File: src/rtl/branch_resolve_ctrl_pkg.sv
// Shared types for the branch resolve controller: FSM encoding, in-flight entry record
// and parameter defaults.
package branch_resolve_ctrl_pkg;

    localparam int QDEPTH_DEF  = 4;
    localparam int IDXW_DEF    = 2;
    // Index field is wide enough for any legal IDXW (index bits come from pc[IDXW+1:2]).
    localparam int IDX_FIELD_W = 30;

    typedef enum logic {
        ST_RUN   = 1'b0,
        ST_FLUSH = 1'b1
    } state_t;

    typedef struct packed {
        logic [IDX_FIELD_W-1:0] idx;
        logic [31:0]            pc4;
        logic [31:0]            target;
        logic                   pred;
    } entry_t;

endpackage

File: src/rtl/br_inflight_fifo.sv
// In-flight branch queue: circular buffer with push/pop and a synchronous clear
// that takes priority over both.
module br_inflight_fifo
    import branch_resolve_ctrl_pkg::*;
#(
    parameter int QDEPTH = QDEPTH_DEF
) (
    input  logic   clk,
    input  logic   reset,
    input  logic   push,
    input  logic   pop,
    input  logic   clear,
    input  entry_t din,
    output logic   full,
    output logic   empty,
    output entry_t head
);

    localparam int PTRW = (QDEPTH > 1) ? $clog2(QDEPTH) : 1;
    localparam int CNTW = PTRW + 1;

    entry_t            mem [QDEPTH];
    logic [PTRW-1:0]   wr_ptr;
    logic [PTRW-1:0]   rd_ptr;
    logic [CNTW-1:0]   count;

    assign full  = (count == CNTW'(QDEPTH));
    assign empty = (count == '0);
    assign head  = mem[rd_ptr];

    always_ff @(posedge clk) begin
        if (push && !clear) begin
            mem[wr_ptr] <= din;
        end
    end

    // Power-of-two depth lets the pointers wrap naturally.
    always_ff @(posedge clk or posedge reset) begin
        if (reset) begin
            wr_ptr <= '0;
            rd_ptr <= '0;
            count  <= '0;
        end else if (clear) begin
            wr_ptr <= '0;
            rd_ptr <= '0;
            count  <= '0;
        end else begin
            if (push) wr_ptr <= wr_ptr + 1'b1;
            if (pop)  rd_ptr <= rd_ptr + 1'b1;
            case ({push, pop})
                2'b10:   count <= count + 1'b1;
                2'b01:   count <= count - 1'b1;
                default: count <= count;
            endcase
        end
    end

endmodule

File: src/rtl/branch_resolve_ctrl.sv
// Branch resolve controller: queues predicted branches from ID, trains the predictor
// on resolution in EX and issues a one-cycle flush/redirect on a mispredict.
module branch_resolve_ctrl
    import branch_resolve_ctrl_pkg::*;
#(
    parameter int QDEPTH = QDEPTH_DEF,
    parameter int IDXW   = IDXW_DEF
) (
    input  logic            clk,
    input  logic            reset,
    input  logic            id_br_valid,
    input  logic [31:0]     id_pc,
    input  logic [31:0]     id_target,
    input  logic            pred_taken,
    output logic [IDXW-1:0] lookup_idx,
    output logic            id_stall,
    input  logic            ex_br_valid,
    input  logic            ex_taken,
    output logic            upd_en,
    output logic [IDXW-1:0] upd_idx,
    output logic            upd_taken,
    output logic            flush,
    output logic [31:0]     redirect_pc,
    output logic [15:0]     mispredict_cnt,
    output logic            resolve_err
);

    function automatic logic [15:0] sat_inc16(input logic [15:0] v);
        return (v == 16'hFFFF) ? v : v + 16'd1;
    endfunction

    state_t state;
    entry_t new_entry;
    entry_t head;
    logic   full, empty;
    logic   in_run, resolve, mispredict, push, pop;
    logic   unused_idx_bits;

    assign lookup_idx = id_pc[IDXW+1:2];
    assign in_run     = (state == ST_RUN);
    assign id_stall   = in_run && full;
    assign resolve    = in_run && ex_br_valid && !empty;
    assign mispredict = resolve && (ex_taken != head.pred);
    // A mispredict clears the queue, so a same-cycle (wrong-path) enqueue is dropped.
    assign push       = in_run && id_br_valid && !full && !mispredict;
    assign pop        = resolve && !mispredict;

    assign unused_idx_bits = ^head.idx[IDX_FIELD_W-1:IDXW];

    always_comb begin
        new_entry        = '0;
        new_entry.idx    = IDX_FIELD_W'(lookup_idx);
        new_entry.pc4    = id_pc + 32'd4;
        new_entry.target = id_target;
        new_entry.pred   = pred_taken;
    end

    br_inflight_fifo #(.QDEPTH(QDEPTH)) u_fifo (
        .clk   (clk),
        .reset (reset),
        .push  (push),
        .pop   (pop),
        .clear (mispredict),
        .din   (new_entry),
        .full  (full),
        .empty (empty),
        .head  (head)
    );

    always_ff @(posedge clk or posedge reset) begin
        if (reset) begin
            state          <= ST_RUN;
            upd_en         <= 1'b0;
            upd_idx        <= '0;
            upd_taken      <= 1'b0;
            flush          <= 1'b0;
            redirect_pc    <= '0;
            mispredict_cnt <= '0;
            resolve_err    <= 1'b0;
        end else begin
            upd_en <= resolve;
            flush  <= 1'b0;
            if (resolve) begin
                upd_idx   <= head.idx[IDXW-1:0];
                upd_taken <= ex_taken;
            end
            case (state)
                ST_RUN: begin
                    if (ex_br_valid && empty) begin
                        resolve_err <= 1'b1;
                    end
                    if (mispredict) begin
                        state          <= ST_FLUSH;
                        flush          <= 1'b1;
                        redirect_pc    <= ex_taken ? head.target : head.pc4;
                        mispredict_cnt <= sat_inc16(mispredict_cnt);
                    end
                end
                ST_FLUSH: state <= ST_RUN;
                default:  state <= ST_RUN;
            endcase
        end
    end

endmodule
File: config.mk
export PLATFORM = sky130hd
export DESIGN_NAME = branch_resolve_ctrl
export DESIGN_NICKNAME = d
export VERILOG_FILES = /design/src/rtl/branch_resolve_ctrl_pkg.sv /design/src/rtl/br_inflight_fifo.sv /design/src/rtl/branch_resolve_ctrl.sv
export SDC_FILE = /design/constraint.sdc
export NUM_CORES = 1
export LEC_CHECK = 0
export CORE_AREA = 3 3 198 200
export DETAILED_ROUTE_END_ITERATION = 12
export DIE_AREA = 0 0 201 203
export DONT_BUFFER_PORTS = 1
export GPL_TIMING_DRIVEN = 0
export PLACE_DENSITY_LB_ADDON = 0.3
export SYNTH_ARGS = -nofsm -noshare
export SYNTH_HDL_FRONTEND = slang
export SYNTH_SLANG_ARGS = --single-unit
File: constraint.sdc
create_clock -name clk -period 4.2 [get_ports clk]
set_input_delay 0.84 -clock clk [delete_from_list [all_inputs] [get_ports clk]]
set_output_delay 0.84 -clock clk [all_outputs]
set_load 0.005 [all_outputs]
==> results of run 1 <==
[worst max-delay path, cell delays in order, from the launching register on]
cell and delay [ns]:
sky130_fd_sc_hd__dfrtp_1 0.43, sky130_fd_sc_hd__nor3_1 0.28, sky130_fd_sc_hd__or2_2 0.15, sky130_fd_sc_hd__buf_2 0.23
sky130_fd_sc_hd__clkinv_1 0.36, sky130_fd_sc_hd__nand2b_4 0.17, sky130_fd_sc_hd__buf_6 0.16, sky130_fd_sc_hd__buf_6 0.16
sky130_fd_sc_hd__and3_4 0.59, sky130_fd_sc_hd__buf_12 0.29
[metrics by stage]
stage,TNS [ns],util (%)
floorplan,0,-
global placement,-379.64,36.6
detailed placement,0,37.0
CTS,0,40.3
global route,0,40.3
finish,0,40.3
[cells by family after synthesis]
group / Yosys count
flops: 329
simple gates: 146
mux: 103
xor+xnor: 45
buf+inv: 42
compound gates: 41
fa+ha+maj: 7
[worst min path at each step]
stage	slack, ns	to	from	cells after the start
floorplan	0.47	resolve_err	resolve_err	1
global placement	0.48	resolve_err	resolve_err	1
detailed placement	0.49	resolve_err	resolve_err	1
CTS	0.13	redirect_pc[19]	reset	1
global route	0.15	redirect_pc[20]	reset	1
finish	0.16	redirect_pc[20]	reset	1
[power breakdown]
part	switching (mW)	leakage (nW)	total [mW]	internal, mW
clock network	1.27	0.613	3.28	2.00
registers	0.326	3.21	4.60	4.28
logic	1.24	1.32	2.23	0.985
[layout by cell type, fill, tap and decap left out, types with 16 or more instances in the layout]
master and n:
sky130_fd_sc_hd__clkbuf_1 16, sky130_fd_sc_hd__clkbuf_16 39, sky130_fd_sc_hd__dfrtp_1 61, sky130_fd_sc_hd__edfxtp_1 268
sky130_fd_sc_hd__mux2i_1 34, sky130_fd_sc_hd__mux4_2 67, sky130_fd_sc_hd__nand2_1 63, sky130_fd_sc_hd__nand3_1 22
sky130_fd_sc_hd__o21ai_0 27, sky130_fd_sc_hd__xnor2_1 37
[flip-flops by register name (all words and copies together), names as in the netlist]
register        flops
u_fifo.mem        268
u_fifo.rd_ptr       2
upd_en              1
upd_taken           1
resolve_err         1
u_fifo.wr_ptr       2
mispredict_cnt     16
u_fifo.count        3
redirect_pc        32
upd_idx             2
flush               1
[area by class of cell]
cell class	instances	area (um^2)	area share, %
timing repair buffer	5	130	0.859
clock inverter	18	200	1.32
multi-input combinational	342	3350	22.1
clock buffer	50	1050	6.91
tap	511	639	4.22
antenna	1	2.50	0.0165
sequential	329	9570	63.2
inverter	9	36.3	0.239
buffer	33	179	1.18
[metal layers]
layer | routed length, um | GRT usage [%]
met4 | 503 | 4.54
met2 | 13400 | 21.8
met3 | 2080 | 4.60
met1 | 12800 | 19.1
met5 | 0 | 0
==> results.md, run 1 <==
Setup path:
- The critical path ends at u_fifo.mem[1][49].
- The worst setup path is captured at a flop.
- The sort of element at the start of the critical path is a flop.
- The startpoint of the lowest-slack register-to-register path is u_fifo.count[0].
- The category of the most critical setup path is flop to flop.
- STA puts the critical path data arrival time at between 3 and 4 ns.
- The depth of the worst register-to-register path is 9.
- Setup slack on the worst reg-to-reg path comes out at between 0.9 and 1 ns.
- Tracing the worst setup path back leads to its startpoint at u_fifo.count[0].
- In this run the worst path has a maximum fanout of 35.
- The critical path required time is 4.41 ns.
- In this run the critical register-to-register path is captured at u_fifo.mem[1][49].

Synthesis:
- After Yosys synthesis, and, or, nand and nor cells account for around 5.4% of the synthesized area.
- The async set-reset flop share out of synthesis is 18.5%.
- The post-synthesis compound-gate area fraction is between 1.5 and 2%.
- For this run, the leading register cell type out of synthesis is sky130_fd_sc_hd__edfxtp_1.
- The register area share after synthesis is between 70% and 80%.
- The most repeated cell in the gate-level netlist after synthesis is sky130_fd_sc_hd__edfxtp_1.
- The count of different cell masters after synthesis is 40.
- In the post-synthesis netlist, the biggest area contributors are sky130_fd_sc_hd__edfxtp_1 61%, sky130_fd_sc_hd__dfrtp_1 12%, sky130_fd_sc_hd__mux4_2 12%, sky130_fd_sc_hd__mux2i_1 2.6%, sky130_fd_sc_hd__xnor2_1 2.5%.
- The post-synthesis instance area is approximately 0.013 mm^2.
- The synthesis warning total is 0.
- In the synthesized netlist, the cells that appear most often are 268 x sky130_fd_sc_hd__edfxtp_1, 67 x sky130_fd_sc_hd__mux4_2, 63 x sky130_fd_sc_hd__nand2_1.
- The mux share of post-synthesis cell area is ~14%.
- Averaged over all synthesized cells, the footprint is 18.4 um^2.
- The number of synthesized register bits is approximately 330.
- The number of enable-type register cells in the synthesized netlist is about 270.
- The share of synthesized cell area in full adder, half adder and majority cells is less than 1%.
- The synthesized instance count is between 700 and 800.
- The largest area contributor in the synthesized netlist is sky130_fd_sc_hd__edfxtp_1.
- The synthesized design devotes to its leading area cell type 61.4% of total area.
- The number of nets in the synthesized netlist is ~800.
- The xor and xnor fraction of the mapped netlist area is around 3.1%.
- After synthesis, the largest family of logic cells by area is multiplexers.

Cells and area:
- Excluding fillers, the count of instances in the completed layout stands at 1298.
- The signed area change from the synthesized netlist to the final layout is 15.6%.
- The finished cells cover around 0.015 mm^2.
- At the end of the flow, the number of nets in the layout was 834.
- In the final layout, the share of cells above drive strength 1 is 20.5%.
- The number of inserted filler cells in the final layout is 3425.

Hold path:
- The tightest min-delay check is of the input pin to async pin type.

Pwr:
- After layout, the design draws a total of about 10 mW.
- Summed over all cells, the static leakage comes to 5.14 nW.
- The ratio of total power to cell area is roughly 670 mW/mm^2.
- Across the VDD grid, the largest voltage drop is 0.249 mV.

GRT:
- The final global-route overflow total is 0.
- The total track usage is around 14%.
- The initial antenna violation count is 0.
- Entering global routing, the biggest net connects 45 pins.
- The number of global-route vias before repair is approximately 6600.
- The wire length of the first global-routing pass is approximately 43000 um.

Timing:
- The count of pins over their slew limit was 0.
- Setup repair after global routing left no endpoint under its margin.
- The transition at the pin with the smallest max-transition slack is between 0.9 and 1 ns.
- After layout, the minimum clock period comes to around 3.2 ns.
- The worst path uses around 77% of the clock period.
- The final setup slack of the worst path is between 0.9 and 1 ns.
- Setup violations remaining at the end of the flow were counted as 0.
- The tightest hold path in the finished design has a slack of 0.157 ns.
- The top achievable clock speed is 0.311 GHz.
- The clock arrives with between 0.015 and 0.02 ns of skew.
- The hold violation count in the final report came to 0.
- The tightest slew margin relative to the limit is between 30% and 40%.

Drt:
- The via count is between 6000 and 7000.
- The per-cell via count in the routed design is 4.93.
- The count of routing violations after the opening detailed-route iteration is 335.
- The wire length per cell after detailed routing is roughly 22 um.
- The routed design has 28800 um of wire.
- The detail route stage leaves a number of antenna-violating nets equal to 0.
- The post-route DRC violation count is 0.
- Before antenna repair, the detailed router went through 4 iterations.

CTS:
- Buffers inserted during clock tree synthesis total 37.
- The clock tree buffer depth is 3.
- For the worst-skew pair, the clock arrives at the later sink with an insertion delay of between 0.5 and 0.6 ns.
- The H-tree was split into 2 levels.
- Post-CTS timing repair inserted 0 buffers for setup.
- The sink count of the clock tree is about 330.
- After clock tree synthesis, the repair step resized 0 gates.
- The number of hold buffers added after CTS was 0.
- After clock tree synthesis, the clock-pin slew on the worst setup and hold paths is 0.06 ns.
- The clock tree from TritonCTS is built.
- The cell at the root of the clock tree is sky130_fd_sc_hd__clkbuf_16.

Floorplanning:
- In this run the core area contains 71 standard-cell rows.
- Once the floorplan was initialized, standard cells occupied 34.9% of the core.
- Measured along the x axis, the die boundary spans roughly 200 um.
- The I/O pin count is approximately 130.
- The core area is about 0.038 mm^2.
- The y dimension of the die is slightly above 200 um.
- The die footprint is 0.0408 mm^2.

Flow run:
- Across the run, the number of max-cap violations was 0.

Placement:
- During placement, the flow inserted port buffers numbering 0.
- The total cell area at the placement stage is around 0.014 mm^2.
- Once detailed placement completed, the half-perimeter wirelength came to 18800 um.
- Including well taps, the total number of placed cells is 1229.
- The setup slack at placement is about 0.73 ns.
- At the end of routability-driven placement, the weighted congestion stood at between 0.7 and 0.8.

Status:
- The flow ran to the end, and the final reports show no timing, DRC or antenna violations.
No activity file was read; power rests on OpenSTA's default activity.
==> run 2, diff against run 1 <==
==> constraint.sdc (replaced) <==
create_clock -name clk -period 3.05 [get_ports clk]
set_input_delay 0.61 -clock clk [delete_from_list [all_inputs] [get_ports clk]]
set_output_delay 0.61 -clock clk [all_outputs]
set_load 0.005 [all_outputs]
==> run 2 against run 1 <==
Effect of this change: count of clock-buffer cells in the layout grew 2; wire length grew 3.8%; sequential share of layout area grew 0.17 points; global-route usage grew 0.41 points; register-to-register slack lost 0.93 ns; first-iteration DRC count shrank 4.5%; critical path depth shrank 4; largest power group unchanged.
==> results.md, run 2 (synthesized netlist as in run 1, its figures left out) <==
Pwr:
- For this design the static power due to leakage is ~5 nW.
- The ratio of total power to cell area is 914 mW/mm^2.
- The maximum ir drop on the vdd rail is around 0.40 mV.

Timing:
- The worst path uses 98.0% of the clock period.
- The hold violation count in the final report came to 0.
- Setup violations remaining at the end of the flow were counted as 0.
- The transition at the pin with the smallest max-transition slack is slightly below 1 ns.
- The final hold slack is approximately 0.17 ns.
- Setup repair after global routing could not meet its margin everywhere.
- For this run, the top clock speed supported by timing is around 0.33 GHz.
- The count of pins over their slew limit is 0.
- The final critical delay including setup and external delays is 2.99 ns.
- The tightest slew margin relative to the limit is 34.5%.
- Clock skew on the completed layout was measured at roughly 0.0096 ns.

Floorplanning:
- The y dimension of the die is about 200 um.
- The initial cell density of the core is about a third.
- The die footprint is just over 0.04 mm^2.
- The number of rows in the core area is between 70 and 80.
- The die is 201 um wide.
- The I/O pin count is about 130.
- The floorplan step defined a core boundary enclosing around 0.038 mm^2.

Status:
- The flow ran to the end, and the final reports show no timing, DRC or antenna violations.

Cells and area:
- The number of flip-flops in the largest register is around 270.
- The total number of nets in the final design is 837.
- Compared with the post-synthesis result, the final layout area differs by 15.3%.
- The library cells used most frequently in the layout, excluding fill and tap cells, are 268 x sky130_fd_sc_hd__edfxtp_1, 67 x sky130_fd_sc_hd__mux4_2, 63 x sky130_fd_sc_hd__nand2_1.
- The count of placed standard cells in the final layout, fillers left out is 1300.
- More flip-flops sit in one register than any other, and that register is u_fifo.mem.
- The share of layout cells above drive strength 1 is approximately 20%.
- Leaving out fill and tap cells, the most frequent cell in the layout is sky130_fd_sc_hd__edfxtp_1.
- In the final layout, the registers with the most flip-flops are u_fifo.mem (268), redirect_pc (32), mispredict_cnt (16).

Placement:
- Detailed placement ended at an HPWL of approximately 19000 um.
- The total of buffers placed on input and output ports is 0.
- Once placement completed, the tool counted placed cells totaling about 1200.
- At the end of routability-driven placement, the weighted congestion stood at 0.708.

GRT:
- The wire length of the first global-routing pass is about 44000 um.
- The number of global-route vias before repair is approximately 6700.
- The initial antenna violation count was 0.
- Summed over all layers, the global routing overflow is 0.
- The total track usage is 14.5%.
- Entering global routing, the biggest net connects 47 pins.

Setup path:
- The worst setup path is launched from a flop.
- The setup path with the least slack is of type flop to flop.
- In this run the worst setup path begins at u_fifo.count[2].
- The startpoint of the lowest-slack register-to-register path is u_fifo.count[2].
- The worst setup path is captured at a flop.
- The endpoint identified for the worst register-to-register timing path is u_fifo.mem[2][31].
- STA puts the critical path data arrival time at between 3 and 4 ns.
- The critical-path maximum fanout is 46.
- The worst setup slack for register-to-register paths is between 0.06 and 0.07 ns.
- The depth of the worst register-to-register path is 5.
- The critical path required time is roughly 3.3 ns.

Drt:
- Detailed routing inserted a total of approximately 6400 vias.
- The number of detailed-routing iterations run before antenna repair is 4.
- The count of routing violations after the opening detailed-route iteration is 320.
- The final layout contains routed wiring with a total length of between 20000 and 30000 um.
- Once detail routing completed, the nets flagged for antenna violations numbered 0.
- After detailed routing, the average wire length per cell comes to about 23 um.
- In the routed design, unresolved DRC markers number 0.
- Dividing the detail-routed via count by the number of cells gives 4.93.

Hold path:
- The number of cells on the worst hold path is 0.
- The class of the tightest hold or removal check is input pin to flop.
- The launch instance of the worst min-delay path is id_target[19].
- The sink of the worst hold path is u_fifo.mem[3][20].

CTS:
- In this run the deepest clock path goes through 3 buffers.
- TritonCTS built the clock tree.
- In this run the clock root is driven by a sky130_fd_sc_hd__clkbuf_16.
- The later-pin clock latency in the skew report is between 0.5 and 0.6 ns.
- After clock tree synthesis, the clock-pin slew on the worst setup and hold paths is around 0.060 ns.
- Counting every sink on the clock net gives around 330.
- TritonCTS created 37 clock buffers.
- The H-tree depth is 2.
- The post-CTS setup repair buffer count is 0.

Flow run:
- Max-cap violations in this run came to 0.
run 2: changes by cell type in the layout (fill, tap and decap cells not counted):
cell | before | now
sky130_fd_sc_hd__and3_2 | 0 | 2
sky130_fd_sc_hd__bufinv_16 | 4 | 2
sky130_fd_sc_hd__clkbuf_1 | 16 | 18
sky130_fd_sc_hd__clkinv_1 | 4 | 6
sky130_fd_sc_hd__clkinv_2 | 7 | 5
sky130_fd_sc_hd__clkinv_4 | 2 | 0
sky130_fd_sc_hd__dlygate4sd3_1 | 0 | 1
sky130_fd_sc_hd__inv_4 | 1 | 2
run 2: layout make-up:
| class | count | area [um^2] |
|---|---|---|
| inverter | 9 | 38.8 |
| clock inverter | 15 | 124 |
| timing repair buffer | 6 | 140 |
| clock buffer | 52 | 1050 |
| fill | 3378 | 22500 |
| multi-input combinational | 344 | 3360 |
| antenna | 1 | 2.50 |
| tap | 511 | 639 |
| sequential | 329 | 9570 |
| buffer | 33 | 179 |
run 2: what timing repair did:
action,4_1_cts,5_1_grt
setup endpoints to repair,180,139
pin swaps,1,3
hold buffers,1,0
resized for setup,1,1
endpoints found under the hold margin,27,0
gates cloned,1,1
run 2: critical path, stage by stage, from the launching register on:
cell                       delay, ns
sky130_fd_sc_hd__dfrtp_1        0.40
sky130_fd_sc_hd__nor3b_1        0.16
sky130_fd_sc_hd__nor3b_1        0.56
sky130_fd_sc_hd__clkbuf_1       0.60
sky130_fd_sc_hd__and3_4         0.57
sky130_fd_sc_hd__buf_16         0.32
run 2: worst max-delay path by stage:
stage	endpoint	slack, ns	depth (start not counted)
after global routing	u_fifo.mem[3][15]	-0.10	5
final	u_fifo.mem[2][31]	0.06	5
after CTS	u_fifo.mem[0][14]	0.005	8
after floorplan	u_fifo.mem[0][0]	0.15	7
after global placement	u_fifo.mem[0][17]	-0.95	8
after detailed placement	u_fifo.mem[1][14]	-0.15	9
run 2: report_power, final:
part | internal, mW | switching (mW)
clock network | 2.58 | 1.74
logic | 1.38 | 1.80
registers | 5.89 | 0.431
run 2: per-stage QoR:
stage	power (mW)	worst slack (ns)	utilization (%)	cell area (um^2)	setup TNS [ns]
6_report	13.8	0.0611	40.2	15100	0
5_1_grt	14.6	-0.105	40.2	15100	-8.25
4_1_cts	14.1	0.00546	40.2	15100	0
3_5_place_dp	9.65	-0.154	37.0	13900	-19.25
3_3_place_gp	9.51	-0.953	36.6	13800	-266.66
2_1_floorplan	8.52	0.146	-	13100	0
run 2: routing by layer:
layer	vias up	routed length [um]	global-route usage [%]
met5	-	0	0
met4	0	541	4.24
met3	36	2650	4.92
met2	199	14000	22.6
met1	3282	12600	19.5
li1	2895	-	-
